`config.mk`:
```
export PLATFORM = sky130hd
export DESIGN_NAME = line_rd_resp
export DESIGN_NICKNAME = d
export VERILOG_FILES = /design/src/rtl/line_rd_resp.sv
export SDC_FILE = /design/constraint.sdc
export NUM_CORES = 1
export LEC_CHECK = 0
export CAP_MARGIN = 25
export CORE_MARGIN = 1.5
export CORE_UTILIZATION = 55
export CTS_BUF_LIST = sky130_fd_sc_hd__clkbuf_8
export DETAILED_ROUTE_END_ITERATION = 6
export MAX_ROUTING_LAYER = met4
export PLACE_DENSITY = 0.82
export SLEW_MARGIN = 40
export SYNTH_ARGS = -nofsm -noshare
export SYNTH_HDL_FRONTEND = slang
export SYNTH_SLANG_ARGS = --single-unit
```
`constraint.sdc`:
```
create_clock -name cpu_clk -period 3.55 [get_ports cpu_clk]
set_input_delay 0.71 -clock cpu_clk [delete_from_list [all_inputs] [get_ports cpu_clk]]
set_output_delay 0.71 -clock cpu_clk [all_outputs]
set_load 0.005 [all_outputs]
```
`src/rtl/line_rd_resp.sv`:
```
// -----------------------------------------------------------------------------
// line_rd_resp
//   Serves 32-byte line read requests from a 32-bit word RAM. An accepted
//   request waits WAIT_CYC idle cycles. It then issues eight word reads
//   (idx 0..7) and spends one more cycle capturing the last word. Finally it
//   presents the assembled 256-bit line with a one-cycle dev_rvalid pulse.
//
//   Optional feature (macro LINE_RD_RESP_LINE_BUF_EN):
//   - Compiles in a one-line return buffer: a valid bit plus the 10-bit tag
//     of the last returned line.
//   - A request that hits the buffer goes straight to DONE, re-presenting the
//     held line.
//   - Any mem_wr_evt pulse invalidates the buffer.
//   - Without the macro, every request takes the full path and mem_wr_evt
//     is ignored.
//
// Ports
//   cpu_clk     in   1    clock, rising edge
//   cpu_rst_n   in   1    asynchronous active-low reset
//   cpu_ren     in   4    line read request (any nonzero value)
//   cpu_raddr   in   32   byte address, bits [14:5] select the line
//   dev_rrdy    out  1    request can be accepted (IDLE)
//   dev_rvalid  out  1    one-cycle pulse, dev_rdata valid
//   dev_rdata   out  256  returned line, word i at [32*i+31:32*i]
//   mem_en      out  1    word RAM read enable
//   mem_addr    out  13   word address {line, idx}
//   mem_rdata   in   32   RAM read data, one cycle after mem_en
//   mem_wr_evt  in   1    RAM write pulse (return-buffer invalidation)
// -----------------------------------------------------------------------------
module line_rd_resp #(
    parameter int WAIT_CYC = 2
) (
    input  logic         cpu_clk,
    input  logic         cpu_rst_n,
    input  logic [3:0]   cpu_ren,
    input  logic [31:0]  cpu_raddr,
    output logic         dev_rrdy,
    output logic         dev_rvalid,
    output logic [255:0] dev_rdata,
    output logic         mem_en,
    output logic [12:0]  mem_addr,
    input  logic [31:0]  mem_rdata,
    input  logic         mem_wr_evt
);

    typedef enum logic [1:0] {
        IDLE  = 2'd0,
        WAIT  = 2'd1,
        FETCH = 2'd2,
        DONE  = 2'd3
    } state_t;

    localparam logic [3:0] WAIT_LD = 4'(WAIT_CYC);

    state_t         state_r;
    logic [9:0]     line_r;
    logic [3:0]     wait_cnt_r;
    logic [3:0]     fetch_cnt_r;
    logic [255:0]   shadow_r;     // words 0..6 collect here; word 7 goes direct to output

    logic           req_s;
    logic [9:0]     req_line_s;
    logic [2:0]     slot_s;
    logic [255:0]   line_data_s;
    logic           hit_s;
    logic           unused_s;

`ifdef LINE_RD_RESP_LINE_BUF_EN
    logic           buf_valid_r;
    logic [9:0]     buf_tag_r;
    logic           wr_seen_r;
    logic           from_fetch_r;
`endif

    // Request decode, capture slot and assembled line.
    always_comb begin
        req_s       = (cpu_ren != 4'd0);
        req_line_s  = cpu_raddr[14:5];
        // Data captured in fetch cycle f belongs to the read issued in cycle f-1.
        slot_s      = fetch_cnt_r[2:0] - 3'd1;
        line_data_s = {mem_rdata, shadow_r[223:0]};
`ifdef LINE_RD_RESP_LINE_BUF_EN
        // A write coincident with accept must force a full fetch.
        if (buf_valid_r && (buf_tag_r == req_line_s) && !mem_wr_evt) begin
            hit_s = 1'b1;
        end else begin
            hit_s = 1'b0;
        end
`else
        hit_s = 1'b0;
`endif
    end

    assign unused_s = ^{cpu_raddr[31:15], cpu_raddr[4:0], mem_wr_evt, shadow_r[255:224]};

    // Main request FSM with registered outputs.
    always_ff @(posedge cpu_clk or negedge cpu_rst_n) begin
        if (!cpu_rst_n) begin
            state_r     <= IDLE;
            line_r      <= 10'd0;
            wait_cnt_r  <= 4'd0;
            fetch_cnt_r <= 4'd0;
            shadow_r    <= 256'd0;
            dev_rrdy    <= 1'b1;
            dev_rvalid  <= 1'b0;
            dev_rdata   <= 256'd0;
            mem_en      <= 1'b0;
            mem_addr    <= 13'd0;
        end else begin
            case (state_r)
                IDLE: begin
                    if (req_s) begin
                        line_r   <= req_line_s;
                        dev_rrdy <= 1'b0;
                        if (hit_s) begin
                            state_r    <= DONE;
                            dev_rvalid <= 1'b1;
                        end else if (WAIT_LD == 4'd0) begin
                            state_r     <= FETCH;
                            fetch_cnt_r <= 4'd0;
                            mem_en      <= 1'b1;
                            mem_addr    <= {req_line_s, 3'd0};
                        end else begin
                            state_r    <= WAIT;
                            wait_cnt_r <= WAIT_LD;
                        end
                    end
                end
                WAIT: begin
                    if (wait_cnt_r <= 4'd1) begin
                        state_r     <= FETCH;
                        wait_cnt_r  <= 4'd0;
                        fetch_cnt_r <= 4'd0;
                        mem_en      <= 1'b1;
                        mem_addr    <= {line_r, 3'd0};
                    end else begin
                        wait_cnt_r <= wait_cnt_r - 4'd1;
                    end
                end
                FETCH: begin
                    fetch_cnt_r <= fetch_cnt_r + 4'd1;
                    if ((fetch_cnt_r != 4'd0) && (fetch_cnt_r != 4'd8)) begin
                        shadow_r[{slot_s, 5'd0} +: 32] <= mem_rdata;
                    end
                    if (fetch_cnt_r < 4'd7) begin
                        mem_en   <= 1'b1;
                        mem_addr <= {line_r, fetch_cnt_r[2:0] + 3'd1};
                    end else begin
                        mem_en   <= 1'b0;
                        mem_addr <= 13'd0;
                    end
                    if (fetch_cnt_r == 4'd8) begin
                        state_r     <= DONE;
                        fetch_cnt_r <= 4'd0;
                        dev_rvalid  <= 1'b1;
                        dev_rdata   <= line_data_s;
                    end
                end
                DONE: begin
                    state_r    <= IDLE;
                    dev_rvalid <= 1'b0;
                    dev_rrdy   <= 1'b1;
                end
                default: begin
                    state_r    <= IDLE;
                    dev_rvalid <= 1'b0;
                    dev_rrdy   <= 1'b1;
                    mem_en     <= 1'b0;
                    mem_addr   <= 13'd0;
                end
            endcase
        end
    end

`ifdef LINE_RD_RESP_LINE_BUF_EN
    // Return buffer: tracks writes during a transaction and holds the tag of the last clean line.
    always_ff @(posedge cpu_clk or negedge cpu_rst_n) begin
        if (!cpu_rst_n) begin
            buf_valid_r  <= 1'b0;
            buf_tag_r    <= 10'd0;
            wr_seen_r    <= 1'b0;
            from_fetch_r <= 1'b0;
        end else begin
            if ((state_r == IDLE) && req_s) begin
                wr_seen_r    <= mem_wr_evt;
                from_fetch_r <= !hit_s;
            end else if (state_r != IDLE) begin
                wr_seen_r <= wr_seen_r | mem_wr_evt;
            end else begin
                wr_seen_r <= 1'b0;
            end
            // Any write invalidates; a line fetched while a write occurred is never buffered.
            if (mem_wr_evt) begin
                buf_valid_r <= 1'b0;
            end else if ((state_r == DONE) && from_fetch_r && !wr_seen_r) begin
                buf_valid_r <= 1'b1;
                buf_tag_r   <= line_r;
            end
        end
    end
`endif

endmodule

```
# Word-level counts from Yosys, hierarchy flattened
# Index checks and enable logic that the tools add are counted.
dict set report op_classes {
  addsub 5
  order_cmp 2
  eq_ne 8
  shift 2
  muxes 21
  n_reduce_logical 16
}
# operator n
set ops {}
lappend ops {{$bwmux 256} 1}
lappend ops {{$shift 32x10->256 const A} 1}
lappend ops {{$shiftx 32x10->256} 1}
lappend ops {{$mux 13} 2}
lappend ops {{$pmux 13 s2} 1}
lappend ops {{$mux 4} 4}
lappend ops {{$pmux 4 s2} 2}
lappend ops {{$reduce_and 2->1} 7}
lappend ops {{$neg 8->10} 1}
lappend ops {{$pmux 2 s4} 1}
lappend ops {{$reduce_bool 2->1} 4}
lappend ops {{$reduce_bool 4->1} 2}
lappend ops {{$mux 2} 3}
lappend ops {{$ne 2x2->1 const B} 3}
lappend ops {{$pmux 1 s2} 3}
lappend ops {{$add 4x1->4 const B} 1}
lappend ops {{$eq 2x2->1 const B} 2}
lappend ops {{$eq 4x4->1 const B} 1}
lappend ops {{$le 4x1->1 const B} 1}
lappend ops {{$lt 4x3->1 const B} 1}
lappend ops {{$mux 1} 4}
lappend ops {{$ne 4x4->1 const B} 1}
lappend ops {{$sub 4x1->4 const B} 1}
lappend ops {{$add 3x1->3 const B} 1}
lappend ops {{other kinds (5)} 5}
dict set report word_totals {
  ff_bits 548
  word_cells 64
}

# Logic depth before layout (Yosys ltp)
dict set report depth {
  ltp_word 4
  ltp_mapped 10
  ltp_nobuf 8
}

# Least setup slack after synthesis
# No wires, ideal clock.
dict set report synth_timing {
  path_type {reg2reg}
  startpoint {reg fetch_cnt_r[0]}
  endpoint {reg shadow_r[10]}
  setup_ns 0.125
  arrival_time_ns 2.321
  t_required_ns 3.425
  path_slack_ns 1.104
  path_stages_with_launch 9
  synth_period_minus_slack_ns 2.446
  path_cell_list {dfrtp_1 -> inv_1 -> ha_1 -> xnor2_2 -> ha_1 -> and4bb_2 -> clkbuf_1 -> buf_4 -> mux2_2}
}
dict set report synth_via {
  elab_chain_len 4
  word_cells_on_any_way 9
  classes_between {add/sub: 2; eq/ne: 1; shift: 2; mux: 1; reduce/logical: 3}
}
# element line
set synth_lines {}
lappend synth_lines {{start, declared} 58} ;# logic [3:0] fetch_cnt_r;
lappend synth_lines {{start signal, assigned} 141} ;# fetch_cnt_r <= fetch_cnt_r + 4'd1;
lappend synth_lines {{$sub 3x1->3} 80} ;# slot_s = fetch_cnt_r[2:0] - 3'd1;
lappend synth_lines {{$neg 8->10} 143} ;# shadow_r[{slot_s, 5'd0} +: 32] <= mem_rdata;
lappend synth_lines {{$shiftx 32x10->256 / $shift 32x10->256 (equally long branches)} 143}
lappend synth_lines {{$bwmux 256} 143}
lappend synth_lines {{end signal, assigned by index} 143}
lappend synth_lines {{end, declared} 59} ;# logic [255:0] shadow_r;
# Parallel ways exist; a longest one is shown, timed or not.
# A chain may end at the register's enable or synchronous reset.

# Worst setup path after layout
dict set report layout_timing {
  startpoint {reg fetch_cnt_r[0]}
  endpoint {reg shadow_r[21]}
}
# Same word-level chain as after synthesis.

==> results.toml <==
[drt]
detail_route.vias_per_cell = 5.37
wirelength_um = 45900
detail_route.first_pass.iterations = 5
avgRoutedWirePerCell_um = 20.5
route.vias.total = 12019
antenna_left = 0
post-route-drc-count = 0
drc_violation_total_after_the_first_tritonroute_iteration = 540

[power]
power.share.switching_pct = 29.5
intPower_mw = 17.2
power.share.sequential_pct = 42.8
comb_power_share_pct = 36.5
power_frac_clock_pct = 20.6
power_switching_mw = 7.18
power_leakage_nw = 11.5
power.density_nw_per_um2 = 943
worst_ir_drop_vdd_mv = 0.565

[clock_tree]
cts-root-to-sink-buffers = 3
clkSlewWorstSetupHoldPaths_ps = 60
clock_insertion_delay_worst_skew_ps = 620
cts_tree = "done"
ctsRootBufferMaster = "clkbuf_8"
postCtsSetupRepairBufs = 0
post_cts_resized = 0
cts_hold_repair.buffers = 0
numClockSinks = 516
htree_levels = 3
numCtsBuffers = 83

[finish]
mostFrequentLayoutCell = "dfrtp_1"
design_area_um2 = 25900
finalNetCount = 1796
fill_count = 2364
final_cell_mix = "515 x dfrtp_1, 405 x mux2_2, 318 x clkdlybuf4s50_1, 104 x clkbuf_8, 94 x nand2_1"
drive_above_1_share_pct = 35.5
area_growth_syn_to_layout_pct = 27.5
antennaDiodeCount = 0
stdcell_count = 2238

[outcome]
run_status = "finished clean"

[global_route]
grt_start_max_net_pins = 81
track_usage_pct = 25.4
grt-ovfl-total = 0
grt_pass1_vias = 13049
number_of_antenna_violations_at_the_first_check_in_global_routing = 0
grt_pass1_wl_um = 72800

[die]
core_um2 = 36400
die_span_in_y_um = 195
dieWidth_um = 195
placement_rows = 70
io_pins = 343
start_util_pct = 55.7
die-area_um2 = 38000

[timing]
grt_setup_unrepaired = "no"
timing_hold_violations_final = 0
setup-violations-final = 0
totalNegativeSetupSlack_ps = 0
final-max-slew-violation-count = 0
fmax_mhz = 333
slew-limit-headroom_pct = 52.5
worst-slew-pin-transition_ps = 713
finalWorstPathRequiredPeriod_ps = 3000
timing.final.ws_setup_ps = 545
period_share_pct = 84.6
fin_worst_skew_ps = 20.8
worst_hold_slack_ps = 106

[place]
place.port_buffers = 319
placedInstanceArea_um2 = 24200
dp.cells = 2093
post_dp_hpwl_um = 30500
pre_cts_slack_ps = 565
place.gp.congestion = 0.776

[worst_setup_path]
crit_path_end_kind = "flop"
worst-endpoint-required_ps = 4050
path_class = "reg -> reg"
critical_path.startpoint_type = "flop"
worstPathArrival_ps = 3500
worst_r2r_path_depth = 7
critical_path.max_fanout = 22

[yosys]
ffs_w_async_s_r_synth_pct = 100
netlist_area_before_placement_um2 = 20300
most_frequently_used_flop_master_after_synthesis = "dfrtp_1"
post_synth_inst_count = 1342
mappedNetlistNets = 1427
synth_edf_count = 0
synth_sequential_area_ratio_pct = 63.7
warning_count_from_the_yosys_run = 0
syn_avg_cell_area_um2 = 15.1
ys_seq_elements = 516
post_synth_num_cell_types = 46

[min_path]
hold_path.class = "in -> async"

[job]
cap_violations = 0
[synthesized netlist by cell type, types with 2 or more instances]
library cell,number,area (µm²)
buf_6,9,101
nor3_1,3,15.0
nand2b_1,4,25.0
buf_2,22,110
o31ai_1,2,15.0
and2_1,65,407
inv_1,9,33.8
mux2_4,48,721
clkbuf_1,40,150
or3_1,2,12.5
o41ai_1,3,26.3
a31oi_1,3,18.8
nand3_1,17,85.1
dfrtp_1,515,12900
buf_4,3,22.5
mux2_2,405,4560
o21ai_0,41,205
nor2_1,9,33.8
a21oi_1,3,15.0
nand2_1,94,353
ha_1,14,175
nor3b_2,2,25.0
mux2_1,6,67.6
[cell families (layout without fill, tap and decap cells)]
kind of cell             count (synthesis)  in the layout  synth area share, %
AO/OA/AOI/OAI                           59             59                 1.70
multiplexers                           460            460                 26.4
XOR/XNOR                                 2              2                0.123
adder cells (fa/ha/maj)                 14             14                0.863
flip-flops                             516            516                 63.7
buffers and inverters                   84            512                 2.08
AND/OR/NAND/NOR                        207            207                 5.17
[registers in the layout, summed over array words and instances, names as in the netlist]
register / cells
dev_rrdy: 1
mem_addr: 13
fetch_cnt_r: 4
line_r: 10
wait_cnt_r: 4
dev_rdata: 256
shadow_r: 224
mem_en: 1
state_r: 2
dev_rvalid: 1
[area by class of cell]
class / count / area (µm²) / share of cell area, %
multi-input combinational: 742 / 7010 / 27.1
timing repair buffer: 359 / 3660 / 14.1
inverter: 9 / 33.8 / 0.131
sequential: 516 / 12900 / 49.9
clock buffer: 104 / 1430 / 5.53
tap: 468 / 586 / 2.26
clock inverter: 40 / 235 / 0.910
[final timing paths]
check,from,end,slack [ps]
setup / recovery,fetch_cnt_r[0],shadow_r[21],550
hold / removal,cpu_rst_n,wait_cnt_r[0],110
setup reg to reg,fetch_cnt_r[0],shadow_r[21],550
hold reg to reg,mem_addr[10],mem_addr[10],480
max in group asynchronous,cpu_rst_n,dev_rdata[229],2470
min in group cpu_clk,mem_addr[10],mem_addr[10],480
[stage by stage]
stage / total power [mW] / utilization [%]
after floorplan: 14.3 / -
after global placement: 18.9 / 66.3
after detailed placement: 19.4 / 66.3
after CTS: 24.6 / 70.9
after global routing: 25.8 / 71.0
final: 24.4 / 71.0
[layer usage]
layer | wire length, µm | track usage, % | vias to the layer above
met5 | 0 | - | -
met4 | 1110 | 8.73 | 0
met3 | 2720 | 6.27 | 80
met2 | 22800 | 40.9 | 293
met1 | 19300 | 31.5 | 6240
li1 | - | - | 5406
[worst max-delay path, stage by stage, from the launching register on]
cell and delay, ps:
dfrtp_1 580, inv_1 240, ha_1 280, xnor2_2 210, ha_1 350, and4bb_2 590
buf_12 240, mux2_2 360
[power groups by stage]
stage | logic, mW | registers, mW | clock network, mW
2_1_floorplan | 4.12 | 10.2 | 0
3_3_place_gp | 8.62 | 10.3 | 0
3_5_place_dp | 8.91 | 10.5 | 0
4_1_cts | 8.97 | 10.5 | 5.15
5_1_grt | 9.57 | 10.8 | 5.40
6_report | 8.91 | 10.4 | 5.03
Power figures use the tool's default switching activity.
